## config.mk

```make
export PLATFORM = sky130hd
export DESIGN_NAME = jump_ctrl
export DESIGN_NICKNAME = d
export VERILOG_FILES = /design/src/rtl/jump_ctrl_pkg.sv /design/src/rtl/jump_ctrl_bcd_counter.sv /design/src/rtl/jump_ctrl.sv
export SDC_FILE = /design/constraint.sdc
export NUM_CORES = 1
export LEC_CHECK = 0
export CAP_MARGIN = 20
export CORE_MARGIN = 2
export CORE_UTILIZATION = 36
export CTS_CLUSTER_DIAMETER = 40
export DETAILED_ROUTE_END_ITERATION = 8
export GPL_TIMING_DRIVEN = 0
export MAX_ROUTING_LAYER = met4
export PLACE_DENSITY = 0.6
export SYNTH_ARGS = -nofsm -noshare
export SYNTH_HDL_FRONTEND = slang
export SYNTH_SLANG_ARGS = --single-unit
```

## constraint.sdc

```tcl
create_clock -name clk -period 1.81 [get_ports clk]
set_input_delay 0.362 -clock clk [delete_from_list [all_inputs] [get_ports clk]]
set_output_delay 0.362 -clock clk [all_outputs]
set_load 0.005 [all_outputs]
```

## src/rtl/jump_ctrl_pkg.sv

```systemverilog
`default_nettype none
// ============================================================================
//  Module      : jump_ctrl_pkg
//  Description : Shared definitions for the jump controller: FSM state
//                encoding, platform side constants, LFSR taps and a
//                single-step LFSR helper.
//  Contents    : state_t        - FSM states (2-bit)
//                SIDE_LEFT/RIGHT - platform side encoding
//                LFSR_TAPS      - x^16+x^15+x^13+x^4+1 tap mask
//                SCORE_W        - score bus width (4 BCD digits)
//                lfsr_step()    - one Fibonacci step, shift left
//  Revision    : 1.0 - initial release
// ============================================================================
package jump_ctrl_pkg;

   typedef enum logic [1:0] {
      S_WAIT_KEY  = 2'b00,
      S_WAIT_LAND = 2'b01,
      S_GAME_OVER = 2'b10
   } state_t;

   localparam logic SIDE_LEFT  = 1'b0;
   localparam logic SIDE_RIGHT = 1'b1;

   // Bits 15, 14, 12 and 3 feed the XOR (polynomial exponents minus one).
   localparam logic [15:0] LFSR_TAPS = 16'hD008;

   localparam int SCORE_W = 16;

   // Fibonacci LFSR: shift left, parity of the tapped bits enters bit 0.
   function automatic logic [15:0] lfsr_step(input logic [15:0] i_val);
      return {i_val[14:0], ^(i_val & LFSR_TAPS)};
   endfunction

endpackage
`default_nettype wire

```

## src/rtl/jump_ctrl_bcd_counter.sv

```systemverilog
`default_nettype none
// ============================================================================
//  Module      : jump_ctrl_bcd_counter
//  Description : Multi-digit BCD up-counter with increment pulse,
//                synchronous clear, saturating at all nines.
//  Ports       : clk      - clock
//                rst      - synchronous active-high reset
//                i_clr    - synchronous clear (same effect as rst)
//                i_inc    - one-cycle increment request
//                o_count  - BCD value, o_count[3:0] = units
//  Revision    : 1.0 - initial release
// ============================================================================
module jump_ctrl_bcd_counter #(
   parameter int DIGITS = 4
) (
   input  logic                  clk,
   input  logic                  rst,
   input  logic                  i_clr,
   input  logic                  i_inc,
   output logic [4*DIGITS-1:0]   o_count
);

   logic [DIGITS-1:0] w_is9;
   logic              w_sat;
   logic              w_step;

   assign w_sat  = &w_is9;
   // Saturated counter ignores further increments entirely.
   assign w_step = i_inc & ~w_sat;

   genvar gi;
   generate
      for (gi = 0; gi < DIGITS; gi++) begin : g_digit
         logic [3:0] r_digit;
         logic       w_carry_in;

         // A digit advances when every lower digit is about to wrap.
         if (gi == 0) begin : g_lsd
            assign w_carry_in = w_step;
         end else begin : g_upper
            assign w_carry_in = w_step & (&w_is9[gi-1:0]);
         end

         assign w_is9[gi] = (r_digit == 4'd9);

         always_ff @(posedge clk) begin
            if (rst || i_clr) begin
               r_digit <= 4'd0;
            end else if (w_carry_in) begin
               r_digit <= w_is9[gi] ? 4'd0 : r_digit + 4'd1;
            end
         end

         assign o_count[4*gi +: 4] = r_digit;
      end
   endgenerate

endmodule
`default_nettype wire

```

## src/rtl/jump_ctrl.sv

```systemverilog
`default_nettype none
// ============================================================================
//  Module      : jump_ctrl
//  Description : Game-logic stage ahead of the character sprite block.
//                Converts debounced key levels into one-cycle jump
//                commands, blocks until the character lands, tracks the
//                next platform side (LFSR), a BCD score and game over.
//  Ports       : clk           - 40 MHz system clock
//                rst           - synchronous active-high reset
//                i_module_en   - 0 holds the block in its reset state
//                i_key_left    - left key level
//                i_key_right   - right key level
//                i_landed      - pulse: jump/fall finished
//                o_jump_left   - pulse: correct jump left
//                o_jump_right  - pulse: correct jump right
//                o_jump_fail   - pulse: wrong side, character falls
//                o_next_side   - next platform side, 0 = left, 1 = right
//                o_score       - 4 BCD digits, [3:0] = units
//                o_game_over   - level, set after a fail landing
//  Options     : JUMP_CTRL_TIMEOUT_EN - when defined, an idle counter forces
//                a jump_fail after TIMEOUT_CYCLES cycles without a key.
//  Revision    : 1.0 - initial release
// ============================================================================
module jump_ctrl
   import jump_ctrl_pkg::*;
#(
   parameter logic [15:0] LFSR_SEED      = 16'hACE1,
   parameter int          SCORE_DIGITS   = 4,
   parameter logic [31:0] TIMEOUT_CYCLES = 32'd120_000_000
) (
   input  logic               clk,
   input  logic               rst,
   input  logic               i_module_en,
   input  logic               i_key_left,
   input  logic               i_key_right,
   input  logic               i_landed,
   output logic               o_jump_left,
   output logic               o_jump_right,
   output logic               o_jump_fail,
   output logic               o_next_side,
   output logic [SCORE_W-1:0] o_score,
   output logic               o_game_over
);

   // An all-zero LFSR would lock up, so a zero seed is replaced.
   localparam logic [15:0] c_SEED = (LFSR_SEED == 16'h0000) ? 16'h0001 : LFSR_SEED;

   logic        w_rst;
   logic        r_key_left_q;
   logic        r_key_right_q;
   logic        w_rise_l;
   logic        w_rise_r;
   logic        w_one_edge;
   logic        w_timeout;
   logic        w_score_inc;
   logic [15:0] w_lfsr_next;

   state_t      r_state;
   logic        r_fail;
   logic [15:0] r_lfsr;

   assign w_rst = rst | ~i_module_en;

   // ------------------------------------------------------------------
   // Key edge detection; history registers track the keys in all states
   // so a key held through a jump never looks like a new press.
   // ------------------------------------------------------------------
   always_ff @(posedge clk) begin
      if (w_rst) begin
         r_key_left_q  <= 1'b0;
         r_key_right_q <= 1'b0;
      end else begin
         r_key_left_q  <= i_key_left;
         r_key_right_q <= i_key_right;
      end
   end

   assign w_rise_l   = i_key_left  & ~r_key_left_q;
   assign w_rise_r   = i_key_right & ~r_key_right_q;
   // Simultaneous presses are ambiguous and dropped.
   assign w_one_edge = w_rise_l ^ w_rise_r;

   assign w_lfsr_next = lfsr_step(r_lfsr);
   assign w_score_inc = (r_state == S_WAIT_LAND) & i_landed & ~r_fail;

`ifdef JUMP_CTRL_TIMEOUT_EN
   // ------------------------------------------------------------------
   // Idle counter: held at zero outside S_WAIT_KEY so every entry into
   // S_WAIT_KEY starts a fresh count.
   // ------------------------------------------------------------------
   logic [31:0] r_idle_cnt;

   always_ff @(posedge clk) begin
      if (w_rst || (r_state != S_WAIT_KEY) || w_one_edge || w_timeout) begin
         r_idle_cnt <= 32'd0;
      end else begin
         r_idle_cnt <= r_idle_cnt + 32'd1;
      end
   end

   assign w_timeout = (r_state == S_WAIT_KEY) && (r_idle_cnt == TIMEOUT_CYCLES - 32'd1);
`else
   logic w_unused_timeout;
   assign w_unused_timeout = ^TIMEOUT_CYCLES;
   assign w_timeout        = 1'b0;
`endif

   // ------------------------------------------------------------------
   // Main FSM with registered command pulses.
   // ------------------------------------------------------------------
   always_ff @(posedge clk) begin
      if (w_rst) begin
         r_state      <= S_WAIT_KEY;
         r_fail       <= 1'b0;
         r_lfsr       <= c_SEED;
         o_next_side  <= c_SEED[0];
         o_jump_left  <= 1'b0;
         o_jump_right <= 1'b0;
         o_jump_fail  <= 1'b0;
         o_game_over  <= 1'b0;
      end else begin
         o_jump_left  <= 1'b0;
         o_jump_right <= 1'b0;
         o_jump_fail  <= 1'b0;

         case (r_state)
            S_WAIT_KEY: begin
               // A real key edge wins over a coincident timeout.
               if (w_one_edge) begin
                  r_state <= S_WAIT_LAND;
                  if (w_rise_l && (o_next_side == SIDE_LEFT)) begin
                     o_jump_left <= 1'b1;
                     r_fail      <= 1'b0;
                  end else if (w_rise_r && (o_next_side == SIDE_RIGHT)) begin
                     o_jump_right <= 1'b1;
                     r_fail       <= 1'b0;
                  end else begin
                     o_jump_fail <= 1'b1;
                     r_fail      <= 1'b1;
                  end
               end else if (w_timeout) begin
                  r_state     <= S_WAIT_LAND;
                  o_jump_fail <= 1'b1;
                  r_fail      <= 1'b1;
               end
            end

            S_WAIT_LAND: begin
               if (i_landed) begin
                  if (r_fail) begin
                     o_game_over <= 1'b1;
                     r_state     <= S_GAME_OVER;
                  end else begin
                     r_lfsr      <= w_lfsr_next;
                     o_next_side <= w_lfsr_next[0];
                     r_state     <= S_WAIT_KEY;
                  end
               end
            end

            S_GAME_OVER: begin
               r_state <= S_GAME_OVER;
            end

            default: begin
               r_state <= S_WAIT_KEY;
            end
         endcase
      end
   end

   // ------------------------------------------------------------------
   // Score counter
   // ------------------------------------------------------------------
   jump_ctrl_bcd_counter #(
      .DIGITS (SCORE_DIGITS)
   ) u_score (
      .clk     (clk),
      .rst     (rst),
      .i_clr   (~i_module_en),
      .i_inc   (w_score_inc),
      .o_count (o_score)
   );

endmodule
`default_nettype wire
```

Yosys cells after proc, flatten, opt, wreduce, memory -nomap -nowiden --
Index checks and enable logic that the tools add are counted.
Operators by class: reduce and logical (&&, ||, !) cells 14, mux-type cells 12, equality and inequality tests 8, add/subtract/negate cells 4, bitwise operators 18
Operators with widths (count):
- $add 4x1->4 const B | 4
- $eq 4x4->1 const B | 4
- $mux 4 | 4
- $reduce_xor 16->1 | 1
- $reduce_and 3->1 | 3
- $and 1x1->1 | 8
- $not 1->1 | 8
- $mux 2 | 3
- $pmux 2 s3 | 1
- $reduce_and 2->1 | 3
- $mux 1 | 4
- $ne 2x2->1 const B | 2
- $reduce_and 4->1 | 1
- $reduce_or 4->1 | 1
- $reduce_or 3->1 | 1
- $eq 2x1->1 const B | 1
- $eq 2x2->1 const B | 1
- $logic_and 1x1->1 | 2
- $logic_not 2->1 | 1
- $logic_or 1x1->1 | 1
- $or 1x1->1 | 1
- $xor 1x1->1 | 1
Word-level totals: output and inout port bits 21, bits of input ports 6, register bits 42, word-level logic and storage cells 70

Longest topological paths before layout --
Gate-level depths: netlist of the first run.
depth in word-level cells 5, mapped depth 6, gate-level depth less buffers 4

Cells and area by module --
A second synthesis of the first run with hierarchy kept.
Second synthesis, totals: cell total of the unflattened synthesis 204, area, all modules 1791.7 um^2
By module, submodules not included:
- jump_ctrl | times used 1, cells an instance 107, area each 927.1 um^2, sequential area each 500.5 um^2
- jump_ctrl_bcd_counter | times used 1, cells an instance 97, area each 864.6 um^2, sequential area each 320.3 um^2

Worst setup path after synthesis of the first run --
No wires, ideal clock.
kind flip-flop to flip-flop, start point register u_score.g_digit[0].r_digit[0], end point register u_score.g_digit[3].r_digit[2], arrival 1435 ps, buffers on the path 1, cell stages (with the launch flop) 6, setup slack 304 ps, clock period less this slack 1506 ps, data required time 1740 ps, setup time 70 ps, cell sequence dfxtp_1 > and4bb_1 > buf_4 > nand3_4 > or4_1 > a21oi_1
On the way: word-level cells in the longest chain between the ends 5, elaborated cells on any way between the ends 6, classes of those cells 1 x eq/ne; 3 x bitwise; 2 x reduce/logical
RTL lines:
- start: declaration | line jump_ctrl_bcd_counter.sv:34 | logic [3:0] r_digit;
- start signal: assignment | line jump_ctrl_bcd_counter.sv:50 | r_digit <= w_is9[gi] ? 4'd0 : r_digit + 4'd1;
- $eq 4x4->1 * | line jump_ctrl_bcd_counter.sv:44 | assign w_is9[gi] = (r_digit == 4'd9);
- $reduce_and 4->1 | line jump_ctrl_bcd_counter.sv:27 | assign w_sat = &w_is9;
- $not 1->1 | line jump_ctrl_bcd_counter.sv:29 | assign w_step = i_inc & ~w_sat;
- $and 1x1->1 | line jump_ctrl_bcd_counter.sv:29
- $and 1x1->1 * | line jump_ctrl_bcd_counter.sv:41 | assign w_carry_in = w_step & (&w_is9[gi-1:0]);
- end signal: assignment | line jump_ctrl_bcd_counter.sv:50
- end: declaration | line jump_ctrl_bcd_counter.sv:34
Every way passes the cells marked *; elsewhere a longest branch is shown, timed or not. A chain may end at the register's enable or synchronous reset.

Worst setup path after layout of the first run --
start point register u_score.g_digit[0].r_digit[0], end point output port o_score[0]
RTL lines:
- end: declaration | line jump_ctrl.sv:41 | output logic [SCORE_W-1:0] o_score,
No word-level cell between the ends.

==> flow_metrics.env, run 1 <==
export IMPL_gr_total_overflow=0
export IMPL_worstRegToRegCells=5
export IMPL_hpwlAfterDp_um=2560
export IMPL_crit_family="buffers and inverters"
export IMPL_cp_start_kind="flop"
export IMPL_setup_viol=0
export IMPL_core_um2=4750
export IMPL_cp_startpoint="u_score.g_digit[0].r_digit[0]"
export IMPL_ys_warn_count=0
export IMPL_gp_congestion=0.799
export IMPL_layout_nets=250
export IMPL_synth_nets=217
export IMPL_max_vdd_ir_drop_v=0.000358
export IMPL_cts_buffer_depth=2
export IMPL_via_per_inst=4.94
export IMPL_cap_violations=0
export IMPL_fp_dieH_um=74.5
export IMPL_first_global_vias=1371
export IMPL_ios=27
export IMPL_die_w_um=74.5
export IMPL_relSlewSlack_pct=68.3
export IMPL_drt_wl_total_um=3640
export IMPL_cp_num_buf_inv=1
export IMPL_reg2reg_to="u_score.g_digit[3].r_digit[1]"
export IMPL_diodes=0
export IMPL_grt_max_degree=14
export IMPL_n_fill_cell=496
export IMPL_start_util_pct=37.6
export IMPL_avgSynthCellArea_um2=8.48
export IMPL_wl_per_cell_um=11.7
export IMPL_cts_sink_count=41
export IMPL_drt_iter0_markers=53
export IMPL_netlist_cell_type_count=38
export IMPL_synth_seq_cells=41
export IMPL_ant_nets=0
export IMPL_synth_edf_count=0
export IMPL_status="finished clean"
export IMPL_final_cell_count_no_fill=312
export IMPL_drtPass1Iterations=4
export IMPL_post_cts_setup_buffers=0
export IMPL_fin_util_pct=46.9
export IMPL_cp_cell_sequence="clkdlybuf4s50_1"
export IMPL_fin_tns_setup_ps=0
export IMPL_final_hold_viol_count=0
export IMPL_cts_root_buf="clkbuf_8"
export IMPL_route_detailed_drc=0
export IMPL_critical_path_max_stage_delay_ps=550
export IMPL_required_ps=1450
export IMPL_cpMaxStageDelayCell="clkdlybuf4s50_1"
export IMPL_antenna_found_initial=0
export IMPL_row_count=25
export IMPL_max_freq_ghz=0.601
export IMPL_leakagePower_nw=0.780
export IMPL_die_area_um2=5550
export IMPL_worst_pin_slew_ps=472
export IMPL_synthFlopType="dfxtp_1"
export IMPL_crit_fanout=8
export IMPL_setup_worst_path_end="o_score[0]"
export IMPL_synth_cells=211
export IMPL_netlist_area_um2=1790
export IMPL_p_per_area_nw_per_um2=716
export IMPL_htree_levels=2
export IMPL_finalCritPeriodShare_pct=92.0
export IMPL_vias=1540
export IMPL_largestRegisters="r_lfsr (16), u_score.g_digit.r_digit (16), r_state (2)"
export IMPL_hold_slack_ps=447
export IMPL_hp_class="reg2reg"
export IMPL_drive_gt1_share_pct=8.16
export IMPL_worst_ep_arrival_time_ps=1300
export IMPL_fin_skew_ps=10.3
export IMPL_cp_num_cells=1
export IMPL_synth_seq_area_share_pct=45.9
export IMPL_rrSetupSlack_ps=150
export IMPL_clock_latency_ps=290
export IMPL_area_growth_pct=24.6
export IMPL_grt_util_all_layers_pct=15.1
export IMPL_dpl_cell_count=304
export IMPL_grt_pass1_wl_um=6270
export IMPL_rr_startpoint="u_score.g_digit[0].r_digit[0]"
export IMPL_crit_path_end_kind="output port"
export IMPL_layout_min_cycle_time_ps=1660
export IMPL_path_class="reg2out"
export IMPL_synth_async_reset_ratio_pct=0
export IMPL_path_clk_slew_ps=80
export IMPL_cts_tree="built"
export IMPL_port_buffers=26
export IMPL_final_area_um2=2230
export IMPL_numCtsBuffers=5
export IMPL_placed_area_um2=2130
export IMPL_slew_violations=0
export IMPL_rsz0062_at_grt="no"
worst min-delay path: stages, from the launching register on:
cell and delay [ps]:
dfxtp_1 310, nand2_1 50, a21oi_1 50
cells in the mapped netlist, types with 2 or more instances:
cell,number,area [um2]
nor2_1,9,33.8
and4bb_1,2,25.0
xor2_1,2,17.5
dfxtp_1,41,821
xnor2_1,4,35.0
or4_1,2,15.0
nor2b_1,9,56.3
o21ai_0,3,15.0
clkbuf_1,6,22.5
o31ai_1,4,30.0
o21ai_1,2,10.0
and3_1,2,12.5
and2_1,2,12.5
nand2_1,42,158
nand2b_1,4,25.0
buf_2,3,15.0
a41o_1,2,20.0
nand4_1,3,18.8
inv_1,5,18.8
and4bb_2,2,25.0
a21oi_1,22,110
nand4bb_1,4,45.0
or3_1,5,31.3
a31oi_1,4,25.0
mux2i_1,2,20.0
nand3_1,13,65.1
cell type report:
cell class	instances	area [um2]	area share, %
well taps	67	83.8	3.76
flip-flops and latches	41	821	36.8
plain buffers	10	51.3	2.30
repair buffers	26	263	11.8
clock buffers	6	72.6	3.25
clock inverters	2	15.0	0.673
inverters	5	18.8	0.842
multi-input cells	155	905	40.6
worst min path at each step:
stage	from	endpoint	slack, ps	cells after the start
after floorplan	r_lfsr[1]	r_lfsr[2]	430	2
after global placement	o_game_over	o_game_over	440	2
after detailed placement	o_game_over	o_game_over	440	2
after CTS	r_lfsr[8]	r_lfsr[9]	450	2
after global routing	i_landed	r_state[1]	450	3
final	r_lfsr[8]	r_lfsr[9]	450	2
routing by layer:
metal  wire (um)  global-route usage, %
met1        1760                   19.0
met2        1700                   23.6
met3         125                   3.25
met4          52                   5.95
met5           0                      -
where the power goes:
group / switching, mW / total (mW) / internal (mW)
Combinational: 0.0506 / 0.0902 / 0.0396
Clock: 0.314 / 0.586 / 0.272
Sequential: 0.00728 / 0.920 / 0.912
Total: 0.372 / 1.60 / 1.22
kinds of logic after synthesis:
group / count (synthesis) / synth area share (%)
XOR/XNOR: 6 / 2.94
buffers and inverters: 15 / 3.57
multiplexers: 2 / 1.12
AO/OA/AOI/OAI: 40 / 13.1
AND/OR/NAND/NOR: 107 / 33.4
flip-flops: 41 / 45.9
through the flow:
step,power [mW],worst slack (ps)
global route,1.67,26.2
CTS,1.62,36.7
detailed placement,1.03,-316
finish,1.60,146
global placement,1.03,-295
floorplan,0.997,304
layout by cell type, fill, tap and decap left out, types with 2 or more instances in the layout:
cell type,synthesis,routed
nand2_1,42,42
dfxtp_1,41,41
clkdlybuf4s50_1,0,25
a21oi_1,22,22
nand3_1,13,13
nor2b_1,9,9
nor2_1,9,9
inv_1,5,5
or3_1,5,5
clkbuf_8,0,5
nand4bb_1,4,4
nand2b_1,4,4
clkbuf_1,6,4
a31oi_1,4,4
xnor2_1,4,4
o31ai_1,4,4
nand4_1,3,3
o21ai_0,3,3
clkbuf_2,0,3
and3_1,2,2
and4bb_2,2,2
and4bb_1,2,2
buf_4,1,2
o21ai_1,2,2
buf_2,3,2
a41o_1,2,2
xor2_1,2,2
mux2i_1,2,2
or4_1,2,2
and2_1,2,2
clkinvlp_4,0,2
what timing repair did:
| action | CTS | global route |
|---|---|---|
| gates resized for setup | 1 | 7 |
| hold buffers | 0 | 0 |
| endpoints found under the setup margin | 2 | 6 |
Note: power is estimated with default switching activity, not from simulation.
==> run 2, diff against run 1 <==
==> constraint.sdc (replaced) <==
create_clock -name clk -period 1.81 [get_ports clk]
set_input_delay 0.362 -clock clk [delete_from_list [all_inputs] [get_ports clk]]
set_output_delay 0.362 -clock clk [all_outputs]
set_load 0.01 [all_outputs]
==> results of run 2 <==
The final DEF is identical to that of run 1. Status: finished clean.
Main changes from that run: setup slack after layout 146 ps -> 110 ps
==> run 3, diff against run 2 <==
--- a/config.mk
+++ b/config.mk
@@ -10,7 +10,6 @@
 export CORE_UTILIZATION = 36
 export CTS_CLUSTER_DIAMETER = 40
 export DETAILED_ROUTE_END_ITERATION = 8
-export GPL_TIMING_DRIVEN = 0
 export MAX_ROUTING_LAYER = met4
 export PLACE_DENSITY = 0.6
 export SYNTH_ARGS = -nofsm -noshare
==> flow_metrics.env, run 3 (same netlist as run 1, synthesis figures left out) <==
export IMPL_status="finished clean"
export IMPL_top_usage_layer="met2"
export IMPL_largestRegisters="r_lfsr (16), u_score.g_digit.r_digit (16), r_state (2)"
export IMPL_min_path_cells=2
export IMPL_worst_pin_slew_ps=292
export IMPL_use_met1_pct=20.2
export IMPL_final_hold_viol_count=0
export IMPL_worstRegToRegCells=4
export IMPL_route_detailed_drc=0
export IMPL_worstHoldEndpoint="o_game_over"
export IMPL_post_cts_setup_buffers=0
export IMPL_cap_violations=0
export IMPL_path_clk_slew_ps=80
export IMPL_ant_nets=0
export IMPL_gp_congestion=0.744
export IMPL_hp_class="reg2reg"
export IMPL_area_growth_pct=29.2
export IMPL_crit_path_end_kind="flop"
export IMPL_cts_buffer_depth=2
export IMPL_rrSetupSlack_ps=220
export IMPL_fin_util_pct=48.6
export IMPL_crit_fanout=6
export IMPL_final_common_cell="nand2_1"
export IMPL_vias=1538
export IMPL_drive_gt1_share_pct=11.6
export IMPL_grt_max_degree=27
export IMPL_numCtsBuffers=5
export IMPL_crit_family="simple AND/OR/NAND/NOR gates"
export IMPL_die_area_um2=5550
export IMPL_hpwlAfterDp_um=2540
export IMPL_row_count=25
export IMPL_layout_nets=256
export IMPL_diodes=0
export IMPL_port_buffers=26
export IMPL_cts_sink_count=41
export IMPL_worst_ep_arrival_time_ps=1930
export IMPL_fin_skew_ps=6.07
export IMPL_wl_per_cell_um=11.6
export IMPL_grtUsageMet3_pct=4.74
export IMPL_path_class="in2reg"
export IMPL_hold_start="o_game_over"
export IMPL_grt_pass1_wl_um=6340
export IMPL_required_ps=2040
export IMPL_leakagePower_nw=0.829
export IMPL_fp_dieH_um=74.5
export IMPL_relSlewSlack_pct=80.4
export IMPL_drt_wl_total_um=3660
export IMPL_core_um2=4750
export IMPL_drtPass1Iterations=4
export IMPL_finalCritPeriodShare_pct=94.0
export IMPL_cts_root_buf="clkbuf_8"
export IMPL_via_per_inst=4.85
export IMPL_drt_iter0_markers=72
export IMPL_layout_min_cycle_time_ps=1700
export IMPL_slew_violations=0
export IMPL_grt_use_met2_pct=21.6
export IMPL_p_per_area_nw_per_um2=702
export IMPL_cp_num_buf_inv=2
export IMPL_cp_start_kind="input pin"
export IMPL_htree_levels=2
export IMPL_clock_latency_ps=290
export IMPL_mostFrequentLayoutCells="42 x nand2_1, 40 x dfxtp_1, 26 x clkdlybuf4s50_1"
export IMPL_n_fill_cell=487
export IMPL_reg2reg_to="u_score.g_digit[3].r_digit[2]"
export IMPL_cts_tree="built"
export IMPL_critical_path_max_stage_delay_ps=480
export IMPL_gr_total_overflow=0
export IMPL_max_freq_ghz=0.588
export IMPL_antenna_found_initial=0
export IMPL_die_w_um=74.5
export IMPL_max_vdd_ir_drop_v=0.000312
export IMPL_cp_cell_sequence="clkdlybuf4s50_1 -> and4bb_1 -> buf_4 -> nand3_4 -> or4_1 -> a21oi_1"
export IMPL_first_global_vias=1384
export IMPL_ios=27
export IMPL_setup_viol=0
export IMPL_start_util_pct=37.6
export IMPL_cpMaxStageDelayCell="clkdlybuf4s50_1"
export IMPL_rsz0062_at_grt="no"
export IMPL_grt_util_all_layers_pct=15.3
export IMPL_finalPower_mw=1.62
export IMPL_rr_startpoint="u_score.g_digit[0].r_digit[3]"
## run 3: layout make-up
| class | count | area, um2 | share of cell area [%] |
|---|---|---|---|
| timing repair buffer | 42 | 397 | 17.2 |
| clock buffer | 7 | 86.3 | 3.73 |
| inverter | 5 | 18.8 | 0.812 |
| sequential | 41 | 822 | 35.6 |
| multi-input combinational | 155 | 905 | 39.1 |
| tap | 67 | 83.8 | 3.63 |
## run 3: timing repair
action | 4_1_cts | 5_1_grt
hold buffers | 0 | 0
endpoints found under the setup margin | 0 | 2
resized for setup | 0 | 2
## run 3: worst register-to-register path: cells and delay by family (launching register included)
family,cells,cell delay [ps]
DFF,1,410
AOI/OAI and AO/OA,1,140
and+or+nand+nor,3,980
## run 3: routing by layer
metal	vias up	part of all wire, %
li1	812	-
met4	0	0.74
met3	2	3.8
met2	28	43
met1	696	52
met5	-	0
## run 3: through the flow
stage | setup TNS (ps) | cell area (um2) | std cells | hold slack [ps] | setup slack (ps)
global placement | -1070 | 2220 | 310 | 436 | -166
finish | 0 | 2310 | 317 | 448 | 109
global route | 0 | 2310 | 317 | 466 | 1.13
CTS | 0 | 2310 | 317 | 450 | 35.5
detailed placement | -1070 | 2220 | 310 | 439 | -170
floorplan | 0 | 1790 | 211 | 432 | 264
## run 3: worst max-delay path by stage
stage / end / cells after the start / startpoint / slack, ps
floorplan: u_score.g_digit[3].r_digit[1] / 5 / u_score.g_digit[0].r_digit[0] / 260
global placement: u_score.g_digit[3].r_digit[1] / 6 / i_landed / -170
detailed placement: u_score.g_digit[3].r_digit[1] / 6 / i_landed / -170
CTS: o_score[0] / 2 / u_score.g_digit[0].r_digit[0] / 40
global route: u_score.g_digit[2].r_digit[1] / 6 / i_landed / 1
finish: u_score.g_digit[3].r_digit[2] / 6 / i_landed / 110
## run 3: power breakdown
part | switching, mW | internal, mW | total (mW)
Sequential | 0.00697 | 0.913 | 0.920
Combinational | 0.0511 | 0.0483 | 0.0994
Clock | 0.300 | 0.303 | 0.603
